$ cat src/rtl/conv_accel_top.sv
// conv_accel_top: single-MAC 2-D convolution accelerator.
// Streams K*K*Ci operand pairs per output pixel/channel and returns one
// accumulated result per (y, x, ch) on the C bus.
// Optional macro CONV_MULT_PIPE_EN: registers the product before the adder
// and adds a one-cycle DRAIN state between MAC and OUT.
module conv_accel_top #(
    parameter int unsigned IO_DATA_WIDTH      = 16,
    parameter int unsigned ACCUMULATION_WIDTH = 32,
    parameter int unsigned EXT_MEM_HEIGHT     = 32,
    parameter int unsigned EXT_MEM_WIDTH      = 32,
    parameter int unsigned FEATURE_MAP_WIDTH  = 128,
    parameter int unsigned FEATURE_MAP_HEIGHT = 128,
    parameter int unsigned INPUT_NB_CHANNELS  = 2,
    parameter int unsigned OUTPUT_NB_CHANNELS = 16
) (
    input  logic                                  clk,
    input  logic                                  arst_n_in,
    input  logic                                  conv_kernel_mode,
    input  logic [1:0]                            conv_stride_mode,
    input  logic [IO_DATA_WIDTH-1:0]              a_input,
    input  logic                                  a_valid,
    output logic                                  a_ready,
    input  logic [IO_DATA_WIDTH-1:0]              b_input,
    input  logic                                  b_valid,
    output logic                                  b_ready,
    output logic [EXT_MEM_WIDTH-1:0]              c_input_output,
    output logic                                  c_valid,
    input  logic                                  c_ready,
    output logic                                  output_valid,
    output logic [$clog2(FEATURE_MAP_WIDTH)-1:0]  output_x,
    output logic [$clog2(FEATURE_MAP_HEIGHT)-1:0] output_y,
    output logic [$clog2(OUTPUT_NB_CHANNELS)-1:0] output_ch,
    input  logic                                  start,
    output logic                                  running
);

    localparam int unsigned XW = $clog2(FEATURE_MAP_WIDTH);
    localparam int unsigned YW = $clog2(FEATURE_MAP_HEIGHT);
    localparam int unsigned CW = $clog2(OUTPUT_NB_CHANNELS);
    localparam int unsigned AW = ACCUMULATION_WIDTH;
    localparam int unsigned PW = 2 * IO_DATA_WIDTH;
    localparam int unsigned TW = $clog2(9 * INPUT_NB_CHANNELS);
    // Coordinate step arithmetic needs headroom for a stride of up to 4.
    localparam int unsigned XE = XW + 3;
    localparam int unsigned YE = YW + 3;

    // Reject parameter sets the datapath cannot represent.
    if (EXT_MEM_WIDTH != ACCUMULATION_WIDTH || EXT_MEM_HEIGHT == 0 ||
        ACCUMULATION_WIDTH < PW) begin : g_bad_cfg
        $error("conv_accel_top: unsupported parameter combination");
    end

    typedef enum logic [1:0] {
        S_IDLE  = 2'd0,
        S_MAC   = 2'd1,
        S_OUT   = 2'd2,
        S_DRAIN = 2'd3
    } state_e;

    state_e            state_q, state_d;
    logic              k1_q, k1_d;
    logic [2:0]        stride_q, stride_d;
    logic [TW-1:0]     tap_q, tap_d;
    logic [XW-1:0]     x_q, x_d;
    logic [YW-1:0]     y_q, y_d;
    logic [CW-1:0]     ch_q, ch_d;
    logic [AW-1:0]     acc_q, acc_d;
    logic              running_q, running_d;
    logic              ready_q, ready_d;
    logic              cvalid_q, cvalid_d;
`ifdef CONV_MULT_PIPE_EN
    logic signed [PW-1:0] prod_q, prod_d;
    logic                 pvalid_q, pvalid_d;
    logic                 pfirst_q, pfirst_d;
`endif

    logic signed [PW-1:0] a_ext_c, b_ext_c, prod_c;
    logic                 fire_c, last_tap_c, ch_last_c, x_end_c, y_end_c;
    logic [XE-1:0]        x_step_c;
    logic [YE-1:0]        y_step_c;

    // Operand product, handshake and loop-boundary decodes.
    always_comb begin
        a_ext_c    = PW'($signed(a_input));
        b_ext_c    = PW'($signed(b_input));
        prod_c     = a_ext_c * b_ext_c;
        fire_c     = ready_q & a_valid & b_valid;
        last_tap_c = (tap_q == (k1_q ? TW'(INPUT_NB_CHANNELS - 1)
                                     : TW'(9 * INPUT_NB_CHANNELS - 1)));
        ch_last_c  = (ch_q == CW'(OUTPUT_NB_CHANNELS - 1));
        x_step_c   = XE'(x_q) + XE'(stride_q);
        y_step_c   = YE'(y_q) + YE'(stride_q);
        x_end_c    = (x_step_c >= XE'(FEATURE_MAP_WIDTH));
        y_end_c    = (y_step_c >= YE'(FEATURE_MAP_HEIGHT));
    end

    // Next-state, accumulator and counter update logic.
    always_comb begin
        state_d  = state_q;
        k1_d     = k1_q;
        stride_d = stride_q;
        tap_d    = tap_q;
        x_d      = x_q;
        y_d      = y_q;
        ch_d     = ch_q;
        acc_d    = acc_q;
`ifdef CONV_MULT_PIPE_EN
        prod_d   = prod_q;
        pvalid_d = 1'b0;
        pfirst_d = pfirst_q;
        // The registered product lands one cycle after its tap handshake.
        if (pvalid_q) begin
            acc_d = (pfirst_q ? '0 : acc_q) + AW'(prod_q);
        end
`endif
        case (state_q)
            S_IDLE: begin
                if (start) begin
                    k1_d = conv_kernel_mode;
                    case (conv_stride_mode)
                        2'd0:    stride_d = 3'd1;
                        2'd1:    stride_d = 3'd2;
                        default: stride_d = 3'd4;
                    endcase
                    tap_d   = '0;
                    x_d     = '0;
                    y_d     = '0;
                    ch_d    = '0;
                    state_d = S_MAC;
                end
            end
            S_MAC: begin
                if (fire_c) begin
`ifdef CONV_MULT_PIPE_EN
                    prod_d   = prod_c;
                    pvalid_d = 1'b1;
                    pfirst_d = (tap_q == '0);
`else
                    acc_d = ((tap_q == '0) ? '0 : acc_q) + AW'(prod_c);
`endif
                    if (last_tap_c) begin
                        tap_d = '0;
`ifdef CONV_MULT_PIPE_EN
                        state_d = S_DRAIN;
`else
                        state_d = S_OUT;
`endif
                    end else begin
                        tap_d = tap_q + TW'(1);
                    end
                end
            end
`ifdef CONV_MULT_PIPE_EN
            S_DRAIN: begin
                state_d = S_OUT;
            end
`endif
            S_OUT: begin
                if (c_ready) begin
                    state_d = S_MAC;
                    if (ch_last_c) begin
                        ch_d = '0;
                        if (x_end_c) begin
                            x_d = '0;
                            if (y_end_c) begin
                                y_d     = '0;
                                state_d = S_IDLE;
                            end else begin
                                y_d = YW'(y_step_c);
                            end
                        end else begin
                            x_d = XW'(x_step_c);
                        end
                    end else begin
                        ch_d = ch_q + CW'(1);
                    end
                end
            end
            default: state_d = S_IDLE;
        endcase
        running_d = (state_d != S_IDLE);
        ready_d   = (state_d == S_MAC);
        cvalid_d  = (state_d == S_OUT);
    end

    // State and registered outputs; reset aborts any layer in flight.
    always_ff @(posedge clk or posedge arst_n_in) begin
        if (arst_n_in) begin
            state_q   <= S_IDLE;
            k1_q      <= 1'b0;
            stride_q  <= 3'd1;
            tap_q     <= '0;
            x_q       <= '0;
            y_q       <= '0;
            ch_q      <= '0;
            acc_q     <= '0;
            running_q <= 1'b0;
            ready_q   <= 1'b0;
            cvalid_q  <= 1'b0;
`ifdef CONV_MULT_PIPE_EN
            prod_q    <= '0;
            pvalid_q  <= 1'b0;
            pfirst_q  <= 1'b0;
`endif
        end else begin
            state_q   <= state_d;
            k1_q      <= k1_d;
            stride_q  <= stride_d;
            tap_q     <= tap_d;
            x_q       <= x_d;
            y_q       <= y_d;
            ch_q      <= ch_d;
            acc_q     <= acc_d;
            running_q <= running_d;
            ready_q   <= ready_d;
            cvalid_q  <= cvalid_d;
`ifdef CONV_MULT_PIPE_EN
            prod_q    <= prod_d;
            pvalid_q  <= pvalid_d;
            pfirst_q  <= pfirst_d;
`endif
        end
    end

    assign a_ready        = ready_q;
    assign b_ready        = ready_q;
    assign c_valid        = cvalid_q;
    assign output_valid   = cvalid_q;
    assign c_input_output = EXT_MEM_WIDTH'(acc_q);
    assign output_x       = x_q;
    assign output_y       = y_q;
    assign output_ch      = ch_q;
    assign running        = running_q;

endmodule

$ cat config.mk
export PLATFORM = sky130hd
export DESIGN_NAME = conv_accel_top
export DESIGN_NICKNAME = d
export VERILOG_FILES = /design/src/rtl/conv_accel_top.sv
export SDC_FILE = /design/constraint.sdc
export NUM_CORES = 1
export LEC_CHECK = 0
export CORE_MARGIN = 1.5
export CORE_UTILIZATION = 54
export DETAILED_ROUTE_END_ITERATION = 8
export GPL_ROUTABILITY_DRIVEN = 0
export MAX_ROUTING_LAYER = met4
export PLACE_DENSITY = 0.71
export SLEW_MARGIN = 20
export SYNTH_ARGS = -nofsm -noshare
export SYNTH_HDL_FRONTEND = slang
export SYNTH_SLANG_ARGS = --single-unit
$ cat constraint.sdc
create_clock -name clk -period 6.9 [get_ports clk]
set_input_delay 0.69 -clock clk [delete_from_list [all_inputs] [get_ports clk]]
set_output_delay 0.69 -clock clk [all_outputs]
set_load 0.005 [all_outputs]
==> results.toml <==
[run_status]
outcome = "completed"

[critical_path]
path_buf_inv = 6
cp_num_cells = 23
rr_worst_depth = 22
endpoint = "c_input_output[31]"
arrival_ns = 6.87
startpoint = "a_input[15]"
reg2reg_from = "tap_q[0]"
start_kind = "input pin"
worst-endpoint-required_ns = 7.16
cp_cell_sequence = "clkdlybuf4s50_1 -> nand2_1 -> inv_1 -> fa_1 -> inv_1 -> fa_1 -> inv_1 -> fa_1 -> inv_1 -> fa_1 -> fa_1 -> fa_1 -> inv_1 -> ha_1 -> a21oi_1 -> o21ai_0 -> nand2_1 -> o211ai_1 -> a31oi_4 -> o31ai_2 -> o41a_1 -> mux2_4 -> nand3_1"
regToRegEndpoint = "c_input_output[31]"
slowest_stage = "fa_1"
cp_max_fo = 8
crit_top_cell = "fa_1"
max_stage_delay_ns = 0.59
crit_type = "input pin to flip-flop"
timing.reg2reg.setup_slack_ns = 0.81
end_kind = "flip-flop"
path_delay_family = "adder cells"

[yosys]
ys_seq_elements = 64
avgSynthCellArea_um2 = 9.26
ys_warn_count = 0
yosysTopAreaCell = "fa_1"
synth_flop_cell = "dfrtp_1"
yosysTopAreaCellShare = 0.426
synthTopCellsByArea = "fa_1, dfrtp_1, ha_1"
synth_nets = 1937
ys_types = 51
synth_edf_count = 0
async_flop_share = 1.00
syn_area_um2 = 13800
synthCells = 1494
yosysSeqAreaShare = 0.116

[sta]
fin_hold_ws_ns = 0.490
skew_ns = 0.00982
relSlewSlack = 0.431
timing.fmax_ghz = 0.151
final_max_slew_viol_count = 0
period_minus_slack_ns = 6.61
rsz0062_at_grt = "false"
finalSetupViolCount = 0
period_share = 0.958
finalHoldViolations = 0
max_slew.worst_pin.slew_ns = 0.853

[die]
initial_core_util = 0.549
coreArea_um2 = 25200
rows = 58
dieArea_um2 = 26600
die_h_um = 163
ios = 96
die_w_um = 163

[run]
maxCapViolations = 0

[cells_and_area]
diodes = 0
layout.nets = 2061
final_cells = 1953
drive_gt1_frac = 0.0598
area_delta_synth_final_pct = 14.7

[min_path]
hp-class = "flip-flop to flip-flop"

[placed_design]
dp_cells = 1937
portBuffers = 95
dpl.hpwl_um = 27000

[cts]
clockBufferDepth = 2
cts-root-buf = "clkbuf_16"
cts-buffers-inserted = 9
cts_tree = "built"
clkTransAtPathRegs_ns = 0.06
insertion_delay_ns = 0.34
htree_levels = 3
hold_buffers = 0
cts_sinks = 64

[drt]
wl_um = 31300
ant_nets = 0
drc = 0
drt-initial-drc-count = 533
viasPerCell = 5.13
routedWlPerCell_um = 16.0
drt-pass1-iter-count = 5
vias = 10023

[global_routing]
grt_max_degree = 65
grt_overflow = 0
grt_usage = 0.268
antenna_found_initial = 0
grt_pass1_vias = 10839
grt_pass1_wl_um = 54500
tightest hold or removal path: stages, from the launching register on:
cell,delay (ns)
dfstp_2,0.38
nand2_1,0.05
o31ai_1,0.06
routing by layer:
metal  GRT usage  vias to the layer above  part of all wire
met5           -                        -                 0
met4      0.0438                        0             0.010
li1            -                     4703                 -
met2       0.413                      261              0.47
met1       0.392                     5036              0.48
met3      0.0289                       23             0.046
cells by family (layout without fill, tap and decap cells):
family                   Yosys count  count (layout)  synth area share
AO/OA/AOI/OAI                    141             141            0.0632
XOR/XNOR                          48              48            0.0304
adder cells (fa/ha/maj)          402             402             0.523
buffers and inverters            383             512             0.104
flip-flops                        64              64             0.116
multiplexers                       4               4           0.00344
AND/OR/NAND/NOR                  452             452             0.159
sequential cells by signal (all words and copies together), names as in the netlist, 2 cells and up:
| name | cells |
|---|---|
| c_input_output | 32 |
| output_ch | 4 |
| output_x | 7 |
| output_y | 7 |
| state_q | 2 |
| stride_q | 3 |
| tap_q | 5 |
stage by stage:
step                      area [um2]   util  setup TNS, ns  worst slack, ns
after detailed placement       15500  0.617        -0.0691          -0.0538
after floorplan                13800      -              0            0.565
after global routing           15900  0.630              0           0.0412
final                          15900  0.630              0            0.288
after global placement         15500  0.617        -0.0715          -0.0715
after CTS                      15800  0.629              0            0.260
worst min path at each step:
stage | cells after the start | startpoint | slack (ns) | to
floorplan | 2 | stride_q[0] | 0.46 | stride_q[0]
global placement | 2 | c_input_output[19] | 0.47 | c_input_output[19]
detailed placement | 2 | stride_q[0] | 0.48 | stride_q[0]
CTS | 2 | stride_q[0] | 0.49 | stride_q[0]
global route | 2 | c_input_output[19] | 0.53 | c_input_output[19]
finish | 2 | stride_q[0] | 0.49 | stride_q[0]
cell usage in the layout, fill, tap and decap left out, types with 2 or more instances in the layout:
cell type / instances
mux2_2: 2
nor2b_1: 38
o21a_1: 7
o22ai_1: 2
nor3b_2: 2
a22o_1: 7
nand4_1: 5
nor3_1: 6
nand3_1: 14
inv_1: 335
a31oi_1: 3
clkinv_4: 2
fa_1: 294
buf_4: 61
clkdlybuf4s50_1: 93
inv_6: 2
nand2_1: 204
o31a_1: 2
nand3b_1: 2
a21o_1: 12
dfrtp_1: 63
buf_12: 3
o21bai_1: 2
clkinvlp_4: 2
and3_1: 3
dlymetal6s2s_1: 2
nand2b_1: 12
or2_2: 3
nor2_1: 42
ha_1: 108
clkbuf_16: 9
and2_1: 115
xor2_1: 20
or3_1: 2
xnor2_1: 28
o211ai_1: 2
a21oi_1: 36
o31ai_1: 4
o21ai_0: 53
Yosys cell counts (all sizes together), types with 12 or more instances:
library cell and number:
inv 336, dfrtp 63, a21o 12, nand3 14, nor2b 38, ha 108
and2 115, fa 294, a21oi 36, nand2 204, xnor2 28, nand2b 13
clkbuf 43, o21ai 54, xor2 20, nor2 42
area by class of cell:
cell class | count | area [um2]
timing repair buffer | 159 | 1470
sequential | 64 | 1600
fill | 2092 | 9320
inverter | 337 | 1260
tap | 330 | 413
clock buffer | 9 | 225
clock inverter | 7 | 80.1
multi-input combinational | 1047 | 10800
timing repair:
item / in CTS / in global routing
setup buffers: 0 / 0
hold endpoints to repair: 0 / 0
gates resized for setup: 0 / 4
endpoints found under the setup margin: 0 / 2
Power is left out: the tool's default activity adds up to more than one toggle a clock period on the data nets, which glitch-free logic cannot reach.
